<file path="config.mk">
export PLATFORM = sky130hd
export DESIGN_NAME = uart_rx_flat
export DESIGN_NICKNAME = d
export VERILOG_FILES = /design/src/rtl/uart_rx_if.sv /design/src/rtl/uart_rx.sv /design/src/flat_wrapper.sv
export SDC_FILE = /design/constraint.sdc
export NUM_CORES = 1
export LEC_CHECK = 0
export BUFFER_PORTS_ARGS = -buffer_cell sky130_fd_sc_hd__buf_2
export CAP_MARGIN = 20
export CORE_MARGIN = 2
export CORE_UTILIZATION = 50
export CTS_BUF_LIST = sky130_fd_sc_hd__clkbuf_16
export CTS_CLUSTER_DIAMETER = 40
export DETAILED_ROUTE_END_ITERATION = 8
export GPL_TIMING_DRIVEN = 0
export PLACE_DENSITY = 0.64
export SLEW_MARGIN = 20
export SYNTH_ARGS = -nofsm -noshare
export SYNTH_HDL_FRONTEND = slang
export SYNTH_SLANG_ARGS = --single-unit
</file>
<file path="constraint.sdc">
create_clock -name clk -period 1.7 [get_ports clk]
set_input_delay 0.085 -clock clk [delete_from_list [all_inputs] [get_ports clk]]
set_output_delay 0.085 -clock clk [all_outputs]
set_load 0.05 [all_outputs]
</file>
<file path="src/rtl/uart_rx_if.sv">
// uart_rx_if: serial line plus received-word signals of the UART receiver.
// slave = the receiver itself, master = the side driving the line and consuming words.
interface uart_rx_if #(
  parameter int INPUT_DATA_WIDTH = 8
);
  logic                        serial_in;
  logic [INPUT_DATA_WIDTH-1:0] received_data;
  logic                        data_is_valid;
  logic                        rx_error;
  logic                        o_busy;

  modport master (
    output serial_in,
    input  received_data, data_is_valid, rx_error, o_busy
  );

  modport slave (
    input  serial_in,
    output received_data, data_is_valid, rx_error, o_busy
  );
endinterface

</file>
<file path="src/rtl/uart_rx.sv">
// uart_rx: oversampled UART receiver (start, data LSB first, optional parity, stop).
// Optional build macro UART_RX_MAJORITY_VOTE_EN: every bit decision becomes the
// 2-of-3 majority of the line at ticks mid-1, mid, mid+1, taken one tick later.
module uart_rx #(
  parameter int INPUT_DATA_WIDTH           = 8,
  parameter int PARITY_ENABLED             = 1,
  parameter int PARITY_TYPE                = 0,
  parameter int CLOCKS_PER_BIT             = 8,
  parameter int SAMPLE_DIV                 = 1,
  parameter int NUMBER_OF_RX_SYNCHRONIZERS = 3
) (
  input  logic     clk,
  input  logic     reset,
  uart_rx_if.slave rx_if
);
  localparam int W  = INPUT_DATA_WIDTH;
  localparam int NS = NUMBER_OF_RX_SYNCHRONIZERS;
  localparam int TW = $clog2(CLOCKS_PER_BIT + 1);
  localparam int DW = $clog2(SAMPLE_DIV + 1);
  localparam int BW = $clog2(W + 1);
`ifdef UART_RX_MAJORITY_VOTE_EN
  localparam int VOTE_DLY = 1;
`else
  localparam int VOTE_DLY = 0;
`endif
  // Start bit is decided half a bit in; every later bit one full bit after the previous.
  localparam logic [TW-1:0] START_TICK = TW'(CLOCKS_PER_BIT / 2 - 1 + VOTE_DLY);
  localparam logic [TW-1:0] BIT_TICK   = TW'(CLOCKS_PER_BIT - 1);
  localparam logic [DW-1:0] DIV_LAST   = DW'(SAMPLE_DIV - 1);
  localparam logic [BW-1:0] LAST_BIT   = BW'(W - 1);

  typedef enum logic [2:0] {IDLE, START_BIT, DATA_BIT, PARITY_BIT, STOP_BIT} state_e;

  state_e          state_q, state_d;
  logic [NS-1:0]   sync_q;
  logic            rx_s, rx_prev_q, fall_q;
  logic [DW-1:0]   div_q, div_d;
  logic [TW-1:0]   tick_q, tick_d;
  logic [BW-1:0]   bit_q, bit_d;
  logic [W-1:0]    shift_q, shift_d, data_q, data_d;
  logic [W:0]      shift_cat;
  logic            par_err_q, par_err_d;
  logic            valid_q, valid_d, err_q, err_d, busy_q, busy_d;
  logic            tick_en, sample, exp_par;

  assign rx_s      = sync_q[NS-1];
  assign tick_en   = (div_q == DIV_LAST);
  assign shift_cat = {sample, shift_q};
  assign exp_par   = (PARITY_TYPE == 0) ? ^shift_q : ~^shift_q;

  // Re-time the async line and register its falling edge (idle level is 1).
  always_ff @(posedge clk) begin
    if (reset) begin
      sync_q    <= '1;
      rx_prev_q <= 1'b1;
      fall_q    <= 1'b0;
    end else begin
      sync_q[0] <= rx_if.serial_in;
      for (int i = 1; i < NS; i++) sync_q[i] <= sync_q[i-1];
      rx_prev_q <= rx_s;
      fall_q    <= rx_prev_q & ~rx_s;
    end
  end

`ifdef UART_RX_MAJORITY_VOTE_EN
  logic [1:0] hist_q;
  // Keep the two previous tick samples so the vote covers mid-1, mid, mid+1.
  always_ff @(posedge clk) begin
    if (reset)                          hist_q <= '1;
    else if (state_q != IDLE && tick_en) hist_q <= {hist_q[0], rx_s};
  end
  assign sample = (hist_q[1] & hist_q[0]) | (hist_q[1] & rx_s) | (hist_q[0] & rx_s);
`else
  assign sample = rx_s;
`endif

  // Frame state machine: tick pacing, bit decisions, result strobe.
  always_comb begin
    state_d   = state_q;
    div_d     = div_q;
    tick_d    = tick_q;
    bit_d     = bit_q;
    shift_d   = shift_q;
    par_err_d = par_err_q;
    data_d    = data_q;
    valid_d   = 1'b0;
    err_d     = 1'b0;
    busy_d    = busy_q;
    if (state_q != IDLE) begin
      div_d = tick_en ? '0 : div_q + 1'b1;
      if (tick_en) tick_d = tick_q + 1'b1;
    end
    case (state_q)
      IDLE: if (fall_q) begin
        state_d   = START_BIT;
        busy_d    = 1'b1;
        div_d     = '0;
        tick_d    = '0;
        par_err_d = 1'b0;
      end
      START_BIT: if (tick_en && tick_q == START_TICK) begin
        tick_d = '0;
        bit_d  = '0;
        if (sample) begin
          state_d = IDLE;          // line bounced back high: false start
          busy_d  = 1'b0;
        end else begin
          state_d = DATA_BIT;
        end
      end
      DATA_BIT: if (tick_en && tick_q == BIT_TICK) begin
        tick_d  = '0;
        shift_d = shift_cat[W:1];
        bit_d   = bit_q + 1'b1;
        if (bit_q == LAST_BIT) state_d = (PARITY_ENABLED != 0) ? PARITY_BIT : STOP_BIT;
      end
      PARITY_BIT: if (tick_en && tick_q == BIT_TICK) begin
        tick_d    = '0;
        par_err_d = (sample != exp_par);
        state_d   = STOP_BIT;
      end
      STOP_BIT: if (tick_en && tick_q == BIT_TICK) begin
        tick_d  = '0;
        state_d = IDLE;
        valid_d = 1'b1;
        data_d  = shift_q;
        err_d   = par_err_q | ~sample;
        busy_d  = 1'b0;
      end
      default: state_d = IDLE;
    endcase
  end

  // State and output registers.
  always_ff @(posedge clk) begin
    if (reset) begin
      state_q   <= IDLE;
      div_q     <= '0;
      tick_q    <= '0;
      bit_q     <= '0;
      shift_q   <= '0;
      par_err_q <= 1'b0;
      data_q    <= '0;
      valid_q   <= 1'b0;
      err_q     <= 1'b0;
      busy_q    <= 1'b0;
    end else begin
      state_q   <= state_d;
      div_q     <= div_d;
      tick_q    <= tick_d;
      bit_q     <= bit_d;
      shift_q   <= shift_d;
      par_err_q <= par_err_d;
      data_q    <= data_d;
      valid_q   <= valid_d;
      err_q     <= err_d;
      busy_q    <= busy_d;
    end
  end

  assign rx_if.received_data = data_q;
  assign rx_if.data_is_valid = valid_q;
  assign rx_if.rx_error      = err_q;
  assign rx_if.o_busy        = busy_q;
endmodule
</file>
<file path="src/flat_wrapper.sv">
// flat-port wrapper written by rule: the top's interface ports become plain ports
module uart_rx_flat 
#(
  parameter int INPUT_DATA_WIDTH           = 8,
  parameter int PARITY_ENABLED             = 1,
  parameter int PARITY_TYPE                = 0,
  parameter int CLOCKS_PER_BIT             = 8,
  parameter int SAMPLE_DIV                 = 1,
  parameter int NUMBER_OF_RX_SYNCHRONIZERS = 3
)
  (clk, reset, rx_if_serial_in, rx_if_received_data, rx_if_data_is_valid, rx_if_rx_error, rx_if_o_busy);
  uart_rx_if #(.INPUT_DATA_WIDTH(INPUT_DATA_WIDTH)) rx_if_i ();
  input  logic clk;
  input  logic reset;
  input wire logic [$bits(rx_if_i.serial_in)-1:0] rx_if_serial_in;
  output wire logic [$bits(rx_if_i.received_data)-1:0] rx_if_received_data;
  output wire logic [$bits(rx_if_i.data_is_valid)-1:0] rx_if_data_is_valid;
  output wire logic [$bits(rx_if_i.rx_error)-1:0] rx_if_rx_error;
  output wire logic [$bits(rx_if_i.o_busy)-1:0] rx_if_o_busy;
  assign rx_if_i.serial_in = rx_if_serial_in;
  assign rx_if_received_data = rx_if_i.received_data;
  assign rx_if_data_is_valid = rx_if_i.data_is_valid;
  assign rx_if_rx_error = rx_if_i.rx_error;
  assign rx_if_o_busy = rx_if_i.o_busy;
  uart_rx #(.INPUT_DATA_WIDTH(INPUT_DATA_WIDTH), .PARITY_ENABLED(PARITY_ENABLED), .PARITY_TYPE(PARITY_TYPE), .CLOCKS_PER_BIT(CLOCKS_PER_BIT), .SAMPLE_DIV(SAMPLE_DIV), .NUMBER_OF_RX_SYNCHRONIZERS(NUMBER_OF_RX_SYNCHRONIZERS)) u_core (.clk(clk), .reset(reset), .rx_if(rx_if_i));
endmodule
</file>
## Yosys cells after proc, flatten, opt, wreduce, memory -nomap -nowiden

Index checks and enable logic that the tools add are counted.

- Reduce and logical (&&, ||, !) cells: 17
- Mux-type cells: 30
- Add/subtract/negate cells: 3
- Bitwise logic cells: 6
- Equal/unequal tests: 15

Operators by type and width:

| operator | number |
|---|---|
| $mux W4 | 7 |
| $mux W3 | 6 |
| $pmux W3 S5 | 1 |
| $ne A2 B1 Y1 const B | 7 |
| $pmux W4 S3 | 1 |
| $mux W1 | 11 |
| $add A4 B1 Y4 const B | 2 |
| $eq A4 B3 Y1 const B | 2 |
| $pmux W4 S2 | 1 |
| $reduce_xor A8 Y1 | 1 |
| $eq A3 B2 Y1 const B | 2 |
| $reduce_and A3 Y1 | 2 |
| $reduce_and A6 Y1 | 1 |
| $reduce_bool A3 Y1 | 2 |
| $reduce_or A3 Y1 | 2 |
| $reduce_and A5 Y1 | 1 |
| $eq A4 B2 Y1 const B | 1 |
| $not A1 Y1 | 4 |
| $reduce_and A2 Y1 | 2 |
| $reduce_bool A2 Y1 | 2 |
| $eq A3 B1 Y1 const B | 1 |
| $eq A3 B3 Y1 const B | 1 |
| $logic_not A3 Y1 | 1 |
| $pmux W1 S3 | 1 |
| 8 further kinds | 9 |

- Word-level logic and storage cells: 84
- Bits in registers: 37
- Input port bits: 3
- Output and inout port bits: 11

## Longest topological paths before layout

Gate-level depths: netlist of run 1.

- Depth after elaboration: 5
- Mapped depth: 7
- Gate-level depth less buffers: 5

## Worst setup path before layout of run 1

Ideal clock, no wire load.

- Path type: flip-flop to flip-flop
- Start: register u_core.tick_q[0]
- End: register u_core.tick_q[1]
- Clock period less this slack: 1,545 ps
- Required time: 1,569 ps
- Path slack: 155 ps
- Library setup time: 131 ps
- Arrival: 1,414 ps
- Path buffers: 0
- Cell stages (with the launch flop): 6
- Cells stage by stage: dfxtp_1 > ha_1 > nor4b_2 > nand2_1 > o21ai_0 > nor4_1

- Cells in the longest elaborated chain, start to end: 5
- Elaborated cells between the ends (all ways): 11
- Classes of those cells: 1 x add/sub; 2 x eq/ne; 6 x mux; 2 x reduce/logical

RTL lines:

| what | line | RTL |
|---|---|---|
| start: declaration | uart_rx.sv:38 | `logic [TW-1:0] tick_q, tick_d;` |
| start signal: assignment | uart_rx.sv:150 | `tick_q <= tick_d;` |
| $add A4 B1 Y4 | uart_rx.sv:91 | `if (tick_en) tick_d = tick_q + 1'b1;` |
| $mux W4 | uart_rx.sv:91 |  |
| $mux W4 | uart_rx.sv:89 | `if (state_q != IDLE) begin` |
| $mux W4 (on tied branches) | n/a |  |
| $pmux W4 S3 * | uart_rx.sv:93 | `case (state_q)` |

Mark *: on every way between the ends. The rest lies on a longest branch, timed or not.
A chain may end at the register's enable or synchronous reset.

## Final worst setup path of run 1

- Start: register u_core.tick_q[1]
- End: register u_core.data_q[6], in the netlist u_core.rx_if.received_data[6]

- Cells in the longest elaborated chain, start to end: 3

RTL lines:

| what | line | RTL |
|---|---|---|
| $eq A4 B3 Y1 | uart_rx.sv:122 | `STOP_BIT: if (tick_en && tick_q == BIT_TICK) begin` |
| $logic_and A1 B1 Y1 | uart_rx.sv:122 |  |
| $reduce_and A2 Y1 (no source line) | n/a |  |
| end signal: assignment | uart_rx.sv:154 | `data_q <= data_d;` |
| end: declaration | uart_rx.sv:40 | `logic [W-1:0] shift_q, shift_d, data_q, data_d;` |

No other way between the ends.

==> results.txt, run 1 <==
Mapped Area - 1810 µm²
worst rel slew slack - 66.3%
row cnt - 21
commonest non-fill, non-tap cell in the layout - dfxtp_1
Synth top area share - 40.9%
main combinational cell family by area after synthesis - simple AND/OR/NAND/NOR gates
Post-Syn Nets - 198
Port-buffer cells - 12
Max Root-Sink Buffers - 2
syn_area_per_cell - 9.38 µm²
Tcrit/Tclk final - 95.0%
Post-Route WL - 3720 µm
PD cells - 999 nW/µm²
Detailed Place HPWL - 2600 µm
xor and xnor fraction of the mapped netlist area - 4.15%
mux contribution to synthesized area - 7.88%
clock power share - 40.6%
placed instance area - 1930 µm²
Iter 0 DRT Violations - 48
WHS Path Cells - 2
Int Power - 1.54 mW
reg2reg path depth - 7
synthesized instance count - 193
CTS tree - done
via count - 1,424
first-pass GRT wire length - 6000 µm
Final min period - 1.62 ns
htree depth - 2
Fin Hold WS - 0.0151 ns
CP Max Fanout - 10
RSZ-0062 raised after global routing - false
max_cap viols - 0
Crit. End Element - flip-flop
fillers - 293
grt total ovfl - 0
yosys warns - 0
post-placement cell count - 251
ys async rst share - 0%
Worst Tran Pin Value - 0.505 ns
post-layout util - 62.1%
Clock Latency Late Sink - 0.28 ns
Fin. Hold Viols - 0
Synth Area in Simple Gates - 26.5%
n_diodes - 0
Clock Skew - 0.00204 ns
layout cells sized above 1 - 23.7%
setup violators final - 0
Post-route DRC - 0
clk sink count - 37
Critical Path RT - 1.85 ns
Final Max Tran Viols - 0
Critical Path, Cell by Cell - ha_4, and4bb_4, buf_12, nand3_1, buf_6, mux2i_1, nor2_1
Initial Utilization - 53.0%
switch share - 27.3%
DRT antenna net count - 0
Yosys top cell by area - dfxtp_1
crit start category - flip-flop
Vias/cell - 5.46
worst-path cell with the longest stage delay - dfxtp_2
WL/cell - 14.2 µm
CTS clock-pin slew for the worst setup and hold paths - 0.05 ns
type of the tightest min-delay check - in -> reg
nets - 220
CP arrival - 1.77 ns
Leak Pwr - 0.817 nW
core area - 3420 µm²
Final Wtd Congestion - 0.896
Final Cell Area - 2120 µm²
post-synth cell types - 50
clk root buf - clkbuf_16
final std cells w/o fill - 261
die height - 64.2 µm
Post-Synth Adder-Cell Area - 1.38%
vias in the first global route - 1,311
Compound-Gate Fraction of Synth Area - 13.8%
sequential share of the synthesized area - 40.9%
Psw - 0.578 mW
TritonCTS Buffers - 5
die footprint - 4120 µm²
P&R area growth vs syn - 17.1%
flops & latches, synth - 37
most frequent cells in the layout - 33 x dfxtp_1, 23 x nand2_1, 17 x nor2_1
synth top area cells - dfxtp_1 41%, mux2i_1 6.6%, nand2_1 4.8%
Post-synth top flop - dfxtp_1
critical setup path kind - reg -> reg
Critical Path Max Stage Delay - 0.36 ns
VDD IR-drop max - 0.000583 V
FMAX - 0.619 GHz
I/O pin count - 14
pin count of the biggest net entering global routing - 12
status - complete, no violations
initial antenna violation count - 0
gr usage total - 19.2%
die extent in x - 64.2 µm
Comb pwr share - 15.9%
number of flops mapped to enable cells by yosys - 0
sequential cell fraction of total power - 43.5%
DR pass1 iterations - 5
[layout make-up]
type / instances / area (µm²) / area share [%]
Tap cell: 46 / 57.6 / 2.71
Clock inverter: 2 / 11.3 / 0.531
Clock buffer: 5 / 125 / 5.90
Buffer: 10 / 82.6 / 3.89
Multi-Input combinational cell: 141 / 995 / 46.9
Sequential cell: 37 / 746 / 35.2
Inverter: 5 / 18.8 / 0.885
Timing Repair Buffer: 15 / 85.1 / 4.01
[synthesized netlist by cell type (2+ instances only)]
library cell,number
buf_4,3
or2_2,4
dfxtp_1,37
and2_2,2
nand2b_1,2
or3_1,2
xnor2_1,6
nor2b_1,5
nand4_1,2
inv_1,5
a21oi_1,12
a31oi_1,3
a21oi_2,3
clkbuf_1,4
nand4b_1,2
o21bai_1,2
nand3_1,6
nand2_1,23
nor2_1,17
nor3_1,5
nand3b_1,4
ha_1,2
mux2i_1,12
o21ai_0,4
[critical path: cells and delay by family (launching register included)]
family,cells,cell delay (ns)
AND/OR/NAND/NOR,3,0.45
flip-flops,1,0.36
buffers and inverters,2,0.34
multiplexers,1,0.18
adder cells (fa/ha/maj),1,0.16
[timing repair]
item / CTS / global route
buffers inserted: 0 / 2
hold buffers: 1 / 0
gates resized for setup: 3 / 7
pin swaps: 1 / 0
endpoints found under the setup margin: 7 / 15
hold endpoints to repair: 1 / 0
[layer usage]
metal,vias up,global-route usage [%],part of all wire (%)
met5,-,0,0
met4,0,7.71,2.2
met3,9,5.28,4.7
met2,37,31.3,46
met1,662,24.0,47
li1,716,-,-
[cells by family (layout without fill, tap and decap cells)]
kind of cell,count (synthesis),in the layout
AOI/OAI and AO/OA,35,35
xor gates and xnor gates,7,7
adders and majority gates,2,2
buffers and inverters,15,37
DFF,37,37
muxes,13,13
and+or+nand+nor,84,84
[stage by stage]
step / setup TNS, ns / worst slack [ns] / power (mW)
6_report: 0 / 0.0846 / 2.12
5_1_grt: 0 / 0.00863 / 2.20
4_1_cts: 0 / 0.0101 / 2.13
3_5_place_dp: -0.463 / -0.198 / 1.26
3_3_place_gp: -0.263 / -0.151 / 1.25
2_1_floorplan: 0 / 0.155 / 1.20
[final timing paths]
kind / slack (ns) / end / start
worst max-delay path: 0.08 / u_core.rx_if.received_data[6]$_SDFFE_PP0P_ / u_core.tick_q[1]$_SDFF_PP0_
worst min-delay path: 0.02 / u_core.tick_q[0]$_SDFF_PP0_ / reset
worst max register to register: 0.08 / u_core.rx_if.received_data[6]$_SDFFE_PP0P_ / u_core.tick_q[1]$_SDFF_PP0_
worst min register to register: 0.41 / u_core.sync_q[2]$_SDFF_PP1_ / u_core.sync_q[1]$_SDFF_PP1_
[state kept, by name, summed over array words and instances, names as in the netlist, 3 cells and up]
| register | count |
|---|---|
| u_core.shift_q | 8 |
| u_core.tick_q | 4 |
| u_core.state_q | 3 |
| u_core.rx_if.received_data | 8 |
| u_core.bit_q | 4 |
| u_core.sync_q | 3 |
[power by group through the flow]
stage | Sequential, mW | Combinational [mW] | Clock, mW
after floorplan | 0.933 | 0.263 | 0
after global placement | 0.937 | 0.313 | 0
after detailed placement | 0.936 | 0.323 | 0
after CTS | 0.919 | 0.331 | 0.878
after global routing | 0.923 | 0.370 | 0.908
final | 0.921 | 0.337 | 0.861
Note: power is estimated with default switching activity, not from simulation.
==> run 2: changes to the inputs <==
--- a/config.mk
+++ b/config.mk
@@ -5,6 +5,7 @@
 export SDC_FILE = /design/constraint.sdc
 export NUM_CORES = 1
 export LEC_CHECK = 0
+export ABC_AREA = 1
 export BUFFER_PORTS_ARGS = -buffer_cell sky130_fd_sc_hd__buf_2
 export CAP_MARGIN = 20
 export CORE_MARGIN = 2
==> run 2 against run 1 <==
Register-to-register slack better by 0.06 ns. Core utilization down 1.0 points. Sequential power grew 3.7%. Non-clock buffer count shrank 6. Combinational power rose by 87%. Synthesized area decreased by 0.90%. Maximum frequency increased by 4.0%. Largest cell class unchanged. Sequential cell count unchanged. Synthesized cell count up 17%. Die area is 0.84% lower.
==> results.txt, run 2 <==
CTS clock-pin slew for the worst setup and hold paths - 0.05 ns
Port-buffer cells - 13
Final Max Tran Viols - 0
hold_sp - reset
Post-synth top flop - dfxtp_1
commonest non-fill, non-tap cell in the layout - nand2_1
ys async rst share - 0%
syn_area_per_cell - 7.94 µm²
Final min period - 1.55 ns
RSZ-0062 raised after global routing - false
reg2reg start - u_core.tick_q[0]$_SDFF_PP0_
Final Wtd Congestion - 0.793
clk sink count - 37
flops & latches, synth - 37
yosys warns - 0
vias in the first global route - 1,328
placed instance area - 1920 µm²
DR pass1 iterations - 4
type of the tightest min-delay check - in -> reg
Tcrit/Tclk final - 91.4%
Leak Pwr - 0.863 nW
Post-Route WL - 3360 µm
layout cells sized above 1 - 24.2%
CTS tree - done
first-pass GRT wire length - 5930 µm
htree depth - 2
post-synth cell types - 35
Clock Skew - 0.00356 ns
row cnt - 21
die height - 63.9 µm
n_diodes - 0
count leader, synth - nand2_1
die extent in x - 63.9 µm
TritonCTS Buffers - 5
I/O pin count - 14
max_cap viols - 0
Detailed Place HPWL - 2470 µm
setup violators final - 0
PnR worst setup slack - 0.146 ns
Critical Path RT - 1.90 ns
FMAX - 0.644 GHz
nets - 252
initial antenna violation count - 0
Fin. Hold Viols - 0
Worst Tran Pin Value - 0.579 ns
PD cells - 1180 nW/µm²
Final Cell Area - 2070 µm²
Initial Utilization - 52.9%
CP Max Fanout - 5
Clock Latency Late Sink - 0.28 ns
Iter 0 DRT Violations - 116
DRT antenna net count - 0
worst rel slew slack - 61.4%
number of flops mapped to enable cells by yosys - 0
die footprint - 4080 µm²
WL/cell - 11.4 µm
CP arrival - 1.76 ns
Max Root-Sink Buffers - 2
critical setup path kind - reg -> reg
Post-route DRC - 0
Power Total - 2.44 mW
top cells by count, synth - 40 x nand2_1, 37 x dfxtp_1, 21 x a21oi_1
P&R area growth vs syn - 15.3%
sequential share of the synthesized area - 41.3%
Critical Path Start - u_core.tick_q[0]$_SDFF_PP0_
Place WS - 0.152 ns
pin count of the biggest net entering global routing - 12
Synth top area share - 41.3%
status - complete, no violations
core area - 3390 µm²
Post-Syn Nets - 231
via count - 1,441
crit start category - flip-flop
synth top area cells - dfxtp_1 41%, nand2_1 8.4%, a21oi_1 5.9%
synthesized instance count - 226
setup TNS - 0 ns
gr usage total - 18.6%
Crit. End Element - flip-flop
Mapped Area - 1790 µm²
VDD IR-drop max - 0.000788 V
Yosys top cell by area - dfxtp_1
most frequent cells in the layout - 40 x nand2_1, 37 x dfxtp_1, 21 x a21oi_1
clk root buf - clkbuf_16
grt total ovfl - 0
Vias/cell - 4.90
==> run 2: changes by cell type after synthesis, moves of 4 or more <==
cell | before | now
xnor2_1 | 6 | 1
nor2b_1 | 5 | 0
nor2_4 | 0 | 4
nand3_1 | 6 | 17
nor2_2 | 0 | 6
mux2i_1 | 12 | 0
inv_1 | 5 | 17
inv_2 | 0 | 7
o21ai_0 | 4 | 17
a21oi_1 | 12 | 21
nand2_1 | 23 | 40
nor3_1 | 5 | 0
==> run 2: per-stage QoR <==
step	utilization [%]	hold slack (ns)	instances
5_1_grt	61.1	0.0861	294
3_3_place_gp	56.6	0.271	285
6_report	61.1	0.0844	294
2_1_floorplan	-	0.147	226
4_1_cts	60.9	0.0788	294
3_5_place_dp	56.6	0.274	285
==> run 2: area by class of cell <==
cell class,instances,area [µm²]
Inverter,27,111
Fill cell,311,1320
Clock inverter,3,12.5
Clock buffer,5,125
Timing Repair Buffer,14,75.1
Buffer,5,30.0
Multi-Input combinational cell,157,917
Tap cell,46,57.6
Sequential cell,37,741
==> run 2: path summary, 6_finish.rpt <==
check | end | slack, ns | cells after the start
max | u_core.bit_q[2]$_SDFFE_PP0P_ | 0.15 | 8
min reg2reg | u_core.sync_q[1]$_SDFF_PP1_ | 0.41 | 1
min | u_core.state_q[0]$_SDFFE_PP0P_ | 0.08 | 2
max reg2reg | u_core.bit_q[2]$_SDFFE_PP0P_ | 0.15 | 8
==> run 2: cell families (layout without fill, tap and decap cells) <==
logic type / after synthesis / count (layout) / share of synthesized area (%)
xor gates and xnor gates: 4 / 4 / 1.95
adders and majority gates: 2 / 2 / 1.39
AOI/OAI and AO/OA: 48 / 48 / 16.0
and+or+nand+nor: 103 / 103 / 31.5
DFF: 37 / 37 / 41.3
buffers and inverters: 32 / 54 / 7.88
==> run 2: worst max-delay path, cell delays in order (launching register included) <==
cell	delay, ns
dfxtp_1	0.38
ha_1	0.20
inv_1	0.05
nor2_2	0.14
nand3_2	0.15
nand2_8	0.12
a21boi_4	0.21
nand3_1	0.10
a21oi_1	0.13
==> run 2: per-layer routing <==
| metal | track usage [%] | up-vias | part of all wire, % | wire (µm) |
|---|---|---|---|---|
| met5 | 0 | - | 0 | 0 |
| met2 | 28.3 | 16 | 45 | 1500 |
| met4 | 7.34 | 0 | 1.6 | 55 |
| li1 | - | 779 | - | - |
| met3 | 4.75 | 5 | 2.4 | 81 |
| met1 | 25.3 | 641 | 51 | 1720 |
==> run 2: timing repair <==
action | CTS | global route
setup buffers | 0 | 0
setup endpoints to repair | 0 | 1
hold endpoints to repair | 1 | 0
hold buffers | 1 | 0
gates resized for setup | 0 | 1
==> run 2: where the power goes <==
group          internal [mW]  switching, mW
registers              0.908         0.0472
logic                  0.226          0.405
clock network          0.529          0.324
total                   1.66          0.776
==> run 3: changes to the inputs <==
--- a/config.mk
+++ b/config.mk
@@ -8,13 +8,16 @@
 export ABC_AREA = 1
 export BUFFER_PORTS_ARGS = -buffer_cell sky130_fd_sc_hd__buf_2
 export CAP_MARGIN = 20
+export CELL_PAD_IN_SITES_DETAIL_PLACEMENT = 0
+export CELL_PAD_IN_SITES_GLOBAL_PLACEMENT = 2
 export CORE_MARGIN = 2
-export CORE_UTILIZATION = 50
+export CORE_UTILIZATION = 35
 export CTS_BUF_LIST = sky130_fd_sc_hd__clkbuf_16
 export CTS_CLUSTER_DIAMETER = 40
 export DETAILED_ROUTE_END_ITERATION = 8
 export GPL_TIMING_DRIVEN = 0
-export PLACE_DENSITY = 0.64
+export HOLD_SLACK_MARGIN = 0.03
+export PLACE_DENSITY = 0.74
 export SLEW_MARGIN = 20
 export SYNTH_ARGS = -nofsm -noshare
 export SYNTH_HDL_FRONTEND = slang
==> run 3 against run 2 <==
Cell count grew 8.5%. First-iteration DRC count shrank 53%. Via count shrank 0.35%. Die area grew 40%. Maximum frequency grew 4.0%. Worst hold slack lost 0.021 ns.
==> results.txt, run 3 (synthesis gave the netlist of run 2 again) <==
status - complete, no violations
die height - 75.6 µm
CTS tree - done
clock power share - 36.1%
Max Root-Sink Buffers - 2
Fin Hold WS - 0.0637 ns
Int Power - 1.67 mW
CTS clock-pin slew for the worst setup and hold paths - 0.06 ns
PnR worst setup slack - 0.206 ns
switch share - 33.2%
die extent in x - 75.6 µm
DRT antenna net count - 0
row cnt - 26
setup violators final - 0
WL/cell - 11.7 µm
P&R area growth vs syn - 17.6%
type of the tightest min-delay check - in -> reg
Detailed Place HPWL - 2810 µm
clk root buf - clkbuf_16
Leak Pwr - 0.868 nW
commonest non-fill, non-tap cell in the layout - nand2_1
fillers - 529
DR pass1 iterations - 4
layout cells sized above 1 - 25.3%
Initial Utilization - 35.6%
Place WS - 0.174 ns
clk sink count - 37
FMAX - 0.670 GHz
met1 global-route usage - 18.4%
PD cells - 1190 nW/µm²
Post-Route WL - 3720 µm
pin count of the biggest net entering global routing - 13
die footprint - 5720 µm²
Clock Latency Late Sink - 0.28 ns
nets - 253
grt met2 use - 24.3%
GRT met3 Usage - 4.37%
placed instance area - 1950 µm²
critical setup path kind - reg -> reg
global route hottest layer - met2
CP Max Fanout - 10
Fin. Hold Viols - 0
CP arrival - 1.66 ns
gr usage total - 14.8%
via count - 1,436
Final Max Tran Viols - 0
Psw - 0.830 mW
Port-buffer cells - 13
Critical Path Max Stage Delay - 0.34 ns
Iter 0 DRT Violations - 55
RSZ-0062 raised after global routing - false
Post-route DRC - 0
most frequent cells in the layout - 40 x nand2_1, 36 x dfxtp_1, 21 x a21oi_1
TritonCTS Buffers - 5
n_diodes - 0
worst rel slew slack - 60.6%
Power Total - 2.50 mW
max_cap viols - 0
setup TNS - 0 ns
I/O pin count - 14
VDD IR-drop max - 0.000500 V
initial antenna violation count - 0
Tcrit/Tclk final - 87.9%
core area - 5040 µm²
Critical Path, Cell by Cell - ha_1, nand3_1, nor2_2, nand2_8, buf_4, o21ai_0, a21oi_1
Crit. End Element - flip-flop
htree depth - 2
Critical Path RT - 1.87 ns
Worst Tran Pin Value - 0.591 ns
sequential cell fraction of total power - 38.1%
worst-path cell with the longest stage delay - dfxtp_2
Clock Skew - 0.00517 ns
Vias/cell - 4.50
Final Wtd Congestion - 0.677
crit start category - flip-flop
Comb pwr share - 25.8%
grt total ovfl - 0
vias in the first global route - 1,306
Final Cell Area - 2110 µm²
first-pass GRT wire length - 6180 µm
Final min period - 1.49 ns
==> run 3: cell count changes in the layout (fill, tap and decap cells not counted) <==
cell,change
clkinvlp_4,+2
nor2_4,-1
dfxtp_1,-1
clkinv_1,-2
buf_4,+1
nor2_2,+1
clkinv_2,-1
inv_1,+1
dfxtp_2,+1
==> run 3: final cells by class <==
| class | count | area, µm² | area share [%] |
|---|---|---|---|
| buffer | 5 | 30.0 | 1.42 |
| clock buffer | 5 | 125 | 5.93 |
| clock inverter | 3 | 18.8 | 0.890 |
| inverter | 27 | 111 | 5.28 |
| multi-input combinational | 157 | 912 | 43.2 |
| sequential | 37 | 742 | 35.2 |
| tap | 70 | 87.6 | 4.15 |
| timing repair buffer | 15 | 82.6 | 3.91 |
==> run 3: metal layers <==
| metal | vias up | routed length, µm |
|---|---|---|
| met5 | - | 0 |
| met4 | 0 | 56 |
| met3 | 7 | 98 |
| met2 | 19 | 1700 |
| met1 | 633 | 1870 |
| li1 | 777 | - |
==> run 3: repair_timing <==
item | 4_1_cts | 5_1_grt
hold endpoints to repair | 1 | 0
buffers inserted | 0 | 1
hold buffers | 1 | 0
setup endpoints to repair | 0 | 1
gates resized for setup | 0 | 1
==> run 3: power groups by stage <==
stage	sequential [mW]	combinational, mW	clock, mW
global placement	0.973	0.658	0
floorplan	0.988	0.522	0
CTS	0.954	0.654	0.932
detailed placement	0.973	0.651	0
global route	0.964	0.723	0.968
finish	0.954	0.645	0.902
==> run 3: through the flow <==
stage	instances	util, %
finish	319	41.8
global route	319	41.8
CTS	318	41.7
detailed placement	309	38.6
global placement	309	38.6
floorplan	226	-
==> run 3: final timing paths <==
check                              start  slack [ns]  cells after the start                             end
max          u_core.tick_q[0]$_SDFF_PP0_        0.21                      7  u_core.shift_q[7]$_SDFFE_PP0P_
min reg2reg  u_core.sync_q[1]$_SDFF_PP1_        0.41                      1     u_core.sync_q[2]$_SDFF_PP1_
min                                reset        0.06                      2  u_core.state_q[0]$_SDFFE_PP0P_
max reg2reg  u_core.tick_q[0]$_SDFF_PP0_        0.21                      7  u_core.shift_q[7]$_SDFFE_PP0P_
==> run 3: worst max-delay path: cells and delay by family (launching register included) <==
kind	cells	cell delay (ns)
compound gates	2	0.24
fa+ha+maj	1	0.17
buf+inv	1	0.19
flops	1	0.34
simple gates	3	0.45
